--- src/rtl/da_tlc5615_tx.sv ---
// -----------------------------------------------------------------------------
// da_tlc5615_tx
// Serial transmitter for the TLC5615 10-bit DAC. A Start_Sig accepted in IDLE
// captures Data_In and shifts out one 16-bit frame MSB-first:
// {4'b0000, code[9:0], 2'b00}. Data changes only on DA_Clk falling edges, so it
// is stable across every DA_Clk rising edge, where the DAC samples it.
//
// Ports
//   CLK            system clock (50 MHz)
//   RST            synchronous reset, active-high
//   Start_Sig      send request, honoured only in IDLE
//   Data_In[9:0]   DAC code, captured when Start_Sig is accepted
//   DA_CSn         DAC chip select (active-low); its rising edge updates the DAC
//   DA_Clk         DAC serial clock, period 2*CLK_DIV
//   DA_DigData_Out DAC serial data, MSB first
//   Busy           high from the cycle after acceptance through the Done_Sig cycle
//   Done_Sig       one-cycle pulse on the last cycle of the frame
//   Last_Data[9:0] code of the last completed frame
// -----------------------------------------------------------------------------
module da_tlc5615_tx #(
    parameter int CLK_DIV    = 25,  // CLK cycles per DA_Clk half-period, 2..255
    parameter int FRAME_BITS = 16   // fixed by the TLC5615 16-bit mode
) (
    input  logic       CLK,
    input  logic       RST,
    input  logic       Start_Sig,
    input  logic [9:0] Data_In,
    output logic       DA_CSn,
    output logic       DA_Clk,
    output logic       DA_DigData_Out,
    output logic       Busy,
    output logic       Done_Sig,
    output logic [9:0] Last_Data
);

    typedef enum logic [2:0] {IDLE, SHIFT_LO, SHIFT_HI, HOLD, GAP} state_t;

    localparam logic [7:0] DIV_LAST = 8'(CLK_DIV - 1);
    localparam logic [7:0] DIV_PRE  = 8'(CLK_DIV - 2);
    localparam logic [3:0] BIT_LAST = 4'(FRAME_BITS - 1);

    state_t                  state;
    logic [7:0]              div_cnt;
    logic [3:0]              bit_cnt;
    logic [FRAME_BITS-1:0]   shreg;
    logic [9:0]              code;
    logic                    div_end;

    assign div_end = (div_cnt == DIV_LAST);

    // Serial data is the MSB of the shift register itself. The register is all
    // zero outside a frame and after the final shift, so the line idles low
    // in HOLD/GAP/IDLE without a separate mux.
    assign DA_DigData_Out = shreg[FRAME_BITS-1];

    always_ff @(posedge CLK) begin
        if (RST) begin
            state     <= IDLE;
            div_cnt   <= '0;
            bit_cnt   <= '0;
            shreg     <= '0;
            code      <= '0;
            DA_CSn    <= 1'b1;
            DA_Clk    <= 1'b0;
            Busy      <= 1'b0;
            Done_Sig  <= 1'b0;
            Last_Data <= '0;
        end else begin
            Done_Sig <= 1'b0;
            case (state)
                IDLE: begin
                    if (Start_Sig) begin
                        shreg   <= {4'b0000, Data_In, 2'b00};
                        code    <= Data_In;
                        bit_cnt <= BIT_LAST;
                        div_cnt <= '0;
                        DA_CSn  <= 1'b0;
                        Busy    <= 1'b1;
                        state   <= SHIFT_LO;
                    end
                end
                SHIFT_LO: begin
                    if (div_end) begin
                        div_cnt <= '0;
                        DA_Clk  <= 1'b1;
                        state   <= SHIFT_HI;
                    end else begin
                        div_cnt <= div_cnt + 8'd1;
                    end
                end
                SHIFT_HI: begin
                    if (div_end) begin
                        div_cnt <= '0;
                        DA_Clk  <= 1'b0;
                        // Shift on the falling edge; the last shift flushes
                        // the register to zero so data is low during HOLD.
                        shreg   <= {shreg[FRAME_BITS-2:0], 1'b0};
                        if (bit_cnt == 4'd0) begin
                            state <= HOLD;
                        end else begin
                            bit_cnt <= bit_cnt - 4'd1;
                            state   <= SHIFT_LO;
                        end
                    end else begin
                        div_cnt <= div_cnt + 8'd1;
                    end
                end
                HOLD: begin
                    if (div_end) begin
                        div_cnt <= '0;
                        DA_CSn  <= 1'b1;
                        bit_cnt <= 4'd1;  // GAP is two CLK_DIV periods
                        state   <= GAP;
                    end else begin
                        div_cnt <= div_cnt + 8'd1;
                    end
                end
                GAP: begin
                    // Done/Last_Data are registered, so they are loaded one
                    // edge early to land on the final GAP cycle.
                    if (bit_cnt == 4'd0 && div_cnt == DIV_PRE) begin
                        Done_Sig  <= 1'b1;
                        Last_Data <= code;
                    end
                    if (div_end) begin
                        div_cnt <= '0;
                        if (bit_cnt == 4'd0) begin
                            Busy  <= 1'b0;
                            state <= IDLE;
                        end else begin
                            bit_cnt <= 4'd0;
                        end
                    end else begin
                        div_cnt <= div_cnt + 8'd1;
                    end
                end
                default: state <= IDLE;
            endcase
        end
    end

endmodule
--- config.mk ---
export PLATFORM = sky130hd
export DESIGN_NAME = da_tlc5615_tx
export DESIGN_NICKNAME = d
export VERILOG_FILES = /design/src/rtl/da_tlc5615_tx.sv
export SDC_FILE = /design/constraint.sdc
export NUM_CORES = 1
export LEC_CHECK = 0
export BUFFER_PORTS_ARGS = -buffer_cell sky130_fd_sc_hd__buf_2
export CORE_MARGIN = 3
export CORE_UTILIZATION = 35
export DETAILED_ROUTE_END_ITERATION = 10
export PLACE_DENSITY_LB_ADDON = 0.2
export SETUP_SLACK_MARGIN = 0.05
export SLEW_MARGIN = 20
export SYNTH_ARGS = -nofsm -noshare
export SYNTH_HDL_FRONTEND = slang
export SYNTH_SLANG_ARGS = --single-unit
export TNS_END_PERCENT = 100
--- constraint.sdc ---
create_clock -name CLK -period 6.1 [get_ports CLK]
set_clock_uncertainty 0.15 [all_clocks]
set_input_delay 1.22 -clock CLK [delete_from_list [all_inputs] [get_ports CLK]]
set_output_delay 1.22 -clock CLK [all_outputs]
set_load 0.01 [all_outputs]
==> flow_metrics.env <==
export IMPL_finalSetupTns_ns=0
export IMPL_tritoncts="done"
export IMPL_syn_inst=276
export IMPL_grt_overflow=0
export IMPL_rsz0062_at_grt="false"
export IMPL_cts_buffers=5
export IMPL_cts_hold_buf=0
export IMPL_slew_viol_final=0
export IMPL_synth_area_leaders="dfxtp_1 44%, mux2i_1 7.9%, a21oi_1 5.8%, nand2_1 5.1%, a211oi_1 3.7%"
export IMPL_hp_class="reg2reg"
export IMPL_fillers=684
export IMPL_tightestPinTransition_ns=1.06
export IMPL_nets=307
export IMPL_power_density_mw_per_mm2=257
export IMPL_syn_nets=292
export IMPL_n_antenna_cell=0
export IMPL_synthDominantAreaCellType="dfxtp_1"
export IMPL_drtIter0Drc=89
export IMPL_hold_viol=0
export IMPL_async_flop_share=0
export IMPL_die_w_um=89.2
export IMPL_maxCapViolations=0
export IMPL_vdd_drop_max_v=0.000142
export IMPL_clkTransAtPathRegs_ns=0.10
export IMPL_period_needed_ns=2.83
export IMPL_ioPinCount=28
export IMPL_synth_edf_count=0
export IMPL_gp_congestion=0.815
export IMPL_p_leak_uw=0.000992
export IMPL_multi_input_area_mm2=0.00125
export IMPL_finalSetupViolCount=0
export IMPL_vias_per_cell=5.38
export IMPL_avgRoutedWirePerCell_um=14.5
export IMPL_r2r_start="state[2]"
export IMPL_grt_max_degree=48
export IMPL_fmax_ghz=0.353
export IMPL_htreeDepth=2
export IMPL_cp_start_kind="input port"
export IMPL_syn_to_final_growth_pct=10.7
export IMPL_yosysSeqAreaShare=0.438
export IMPL_crit_path_start="Start_Sig"
export IMPL_yosysMostFrequentCell="dfxtp_1"
export IMPL_synth_ff_type="dfxtp_1"
export IMPL_ctsResizeCount=0
export IMPL_cts_root_buf="clkbuf_8"
export IMPL_ys_warn_count=0
export IMPL_slew_headroom=0.291
export IMPL_drcViolationCount=0
export IMPL_holdWs_ns=0.309
export IMPL_worstPathRequired_ns=6.11
export IMPL_portBuffers=27
export IMPL_die_h_um=89.2
export IMPL_drt_pass1_iterations=4
export IMPL_ant_nets=0
export IMPL_core_area_mm2=0.00653
export IMPL_synth_seq_cells=53
export IMPL_dp_slack_ns=3.02
export IMPL_drive_gt1_frac=0.134
export IMPL_grt_pass1_wl_um=9310
export IMPL_p_total_uw=690
export IMPL_run_status="finished clean"
export IMPL_grtUsageTotal=0.150
export IMPL_synth_commonest_cells="53 x dfxtp_1, 33 x nand2_1, 28 x a21oi_1"
export IMPL_start_util=0.371
export IMPL_critPathCaptureType="flip-flop"
export IMPL_drt_total_wl_um=5370
export IMPL_post_place_cells=361
export IMPL_fin_crit_sh=0.464
export IMPL_hpwl_um=3570
export IMPL_min_from="shreg[12]"
export IMPL_synthDistinctLibCells=47
export IMPL_crit_fanout=10
export IMPL_std_cell_rows=29
export IMPL_cts_setup_buffers=0
export IMPL_grt_pass1_vias=1826
export IMPL_dieArea_mm2=0.00795
export IMPL_fin_cells=369
export IMPL_path_class="in2reg"
export IMPL_fin_ws_ns=3.27
export IMPL_arrival_ns=2.85
export IMPL_vias=1984
export IMPL_synth_top_area_frac=0.438
export IMPL_antenna_found_initial=0
export IMPL_max_clock_path_buffers=2
export IMPL_cts_sinks=53
export IMPL_worstSkewPairLatency_ns=0.30
export IMPL_syn_area_mm2=0.00242
export IMPL_syn_area_per_cell_um2=8.77
export IMPL_seqCellArea_mm2=0.00106
## critical path, stage by stage
cell and delay (ns):
buf_2 0.14, nor4_2 0.06, nor3_1 0.80, and2_1 0.48, o22ai_1 0.14
## routing by layer
layer	GRT usage	routed length [um]
met3	0.0313	186
met4	0.0514	72
met1	0.227	2840
met2	0.208	2260
met5	0	0
## final timing paths
| check | end | slack [ns] | cells after the start |
|---|---|---|---|
| worst max-delay path | shreg[2] | 3.27 | 5 |
| worst min-delay path | shreg[13] | 0.31 | 2 |
| worst max register to register | Last_Data[6] | 3.29 | 4 |
| worst min register to register | shreg[13] | 0.31 | 2 |
## cell type report
cell class | count | share of cell area
multi-input combinational | 197 | 0.465
sequential | 53 | 0.396
timing repair buffer | 28 | 0.0532
tap | 77 | 0.0359
clock buffer | 6 | 0.0271
clock inverter | 2 | 0.0145
inverter | 6 | 0.00840
## sequential cells by signal (all words and copies together), names as in the netlist
register	flops
Busy	1
DA_CSn	1
DA_Clk	1
Done_Sig	1
Last_Data	10
bit_cnt	4
code	10
div_cnt	8
shreg	14
state	3
## cells by family after synthesis
family | Yosys count | share of synthesized area
simple gates | 106 | 0.234
compound gates | 62 | 0.162
flops | 53 | 0.438
buf+inv | 26 | 0.0465
mux | 19 | 0.0786
xor+xnor | 7 | 0.0253
fa+ha+maj | 3 | 0.0155
## metrics by stage
| stage | util | area [um^2] |
|---|---|---|
| after floorplan | - | 2420 |
| after global placement | 0.393 | 2570 |
| after detailed placement | 0.393 | 2570 |
| after CTS | 0.411 | 2680 |
| after global routing | 0.411 | 2680 |
| final | 0.411 | 2680 |
## cells in the final DEF, fill, tap and decap left out, types with 3 or more instances in the layout
cell,n
dfxtp_1,53
nand2_1,33
a21oi_1,28
buf_2,27
nor2_1,20
mux2i_1,19
a211oi_1,12
nand3_1,10
inv_1,6
nor3_1,6
xor2_1,6
clkbuf_8,5
or3b_1,3
nand3b_1,3
or3_1,3
and4_1,3
nand4_1,3
and2_1,3
and3_1,3
o21ai_0,3
a311oi_1,3
ha_1,3
## report_power, final
part           switching (uW)  total (uW)  internal (uW)
registers                13.5         378            364
logic                    44.6        72.8           28.2
clock network             116         239            123
total                     174         690            516
(Power assumes the default switching activity.)
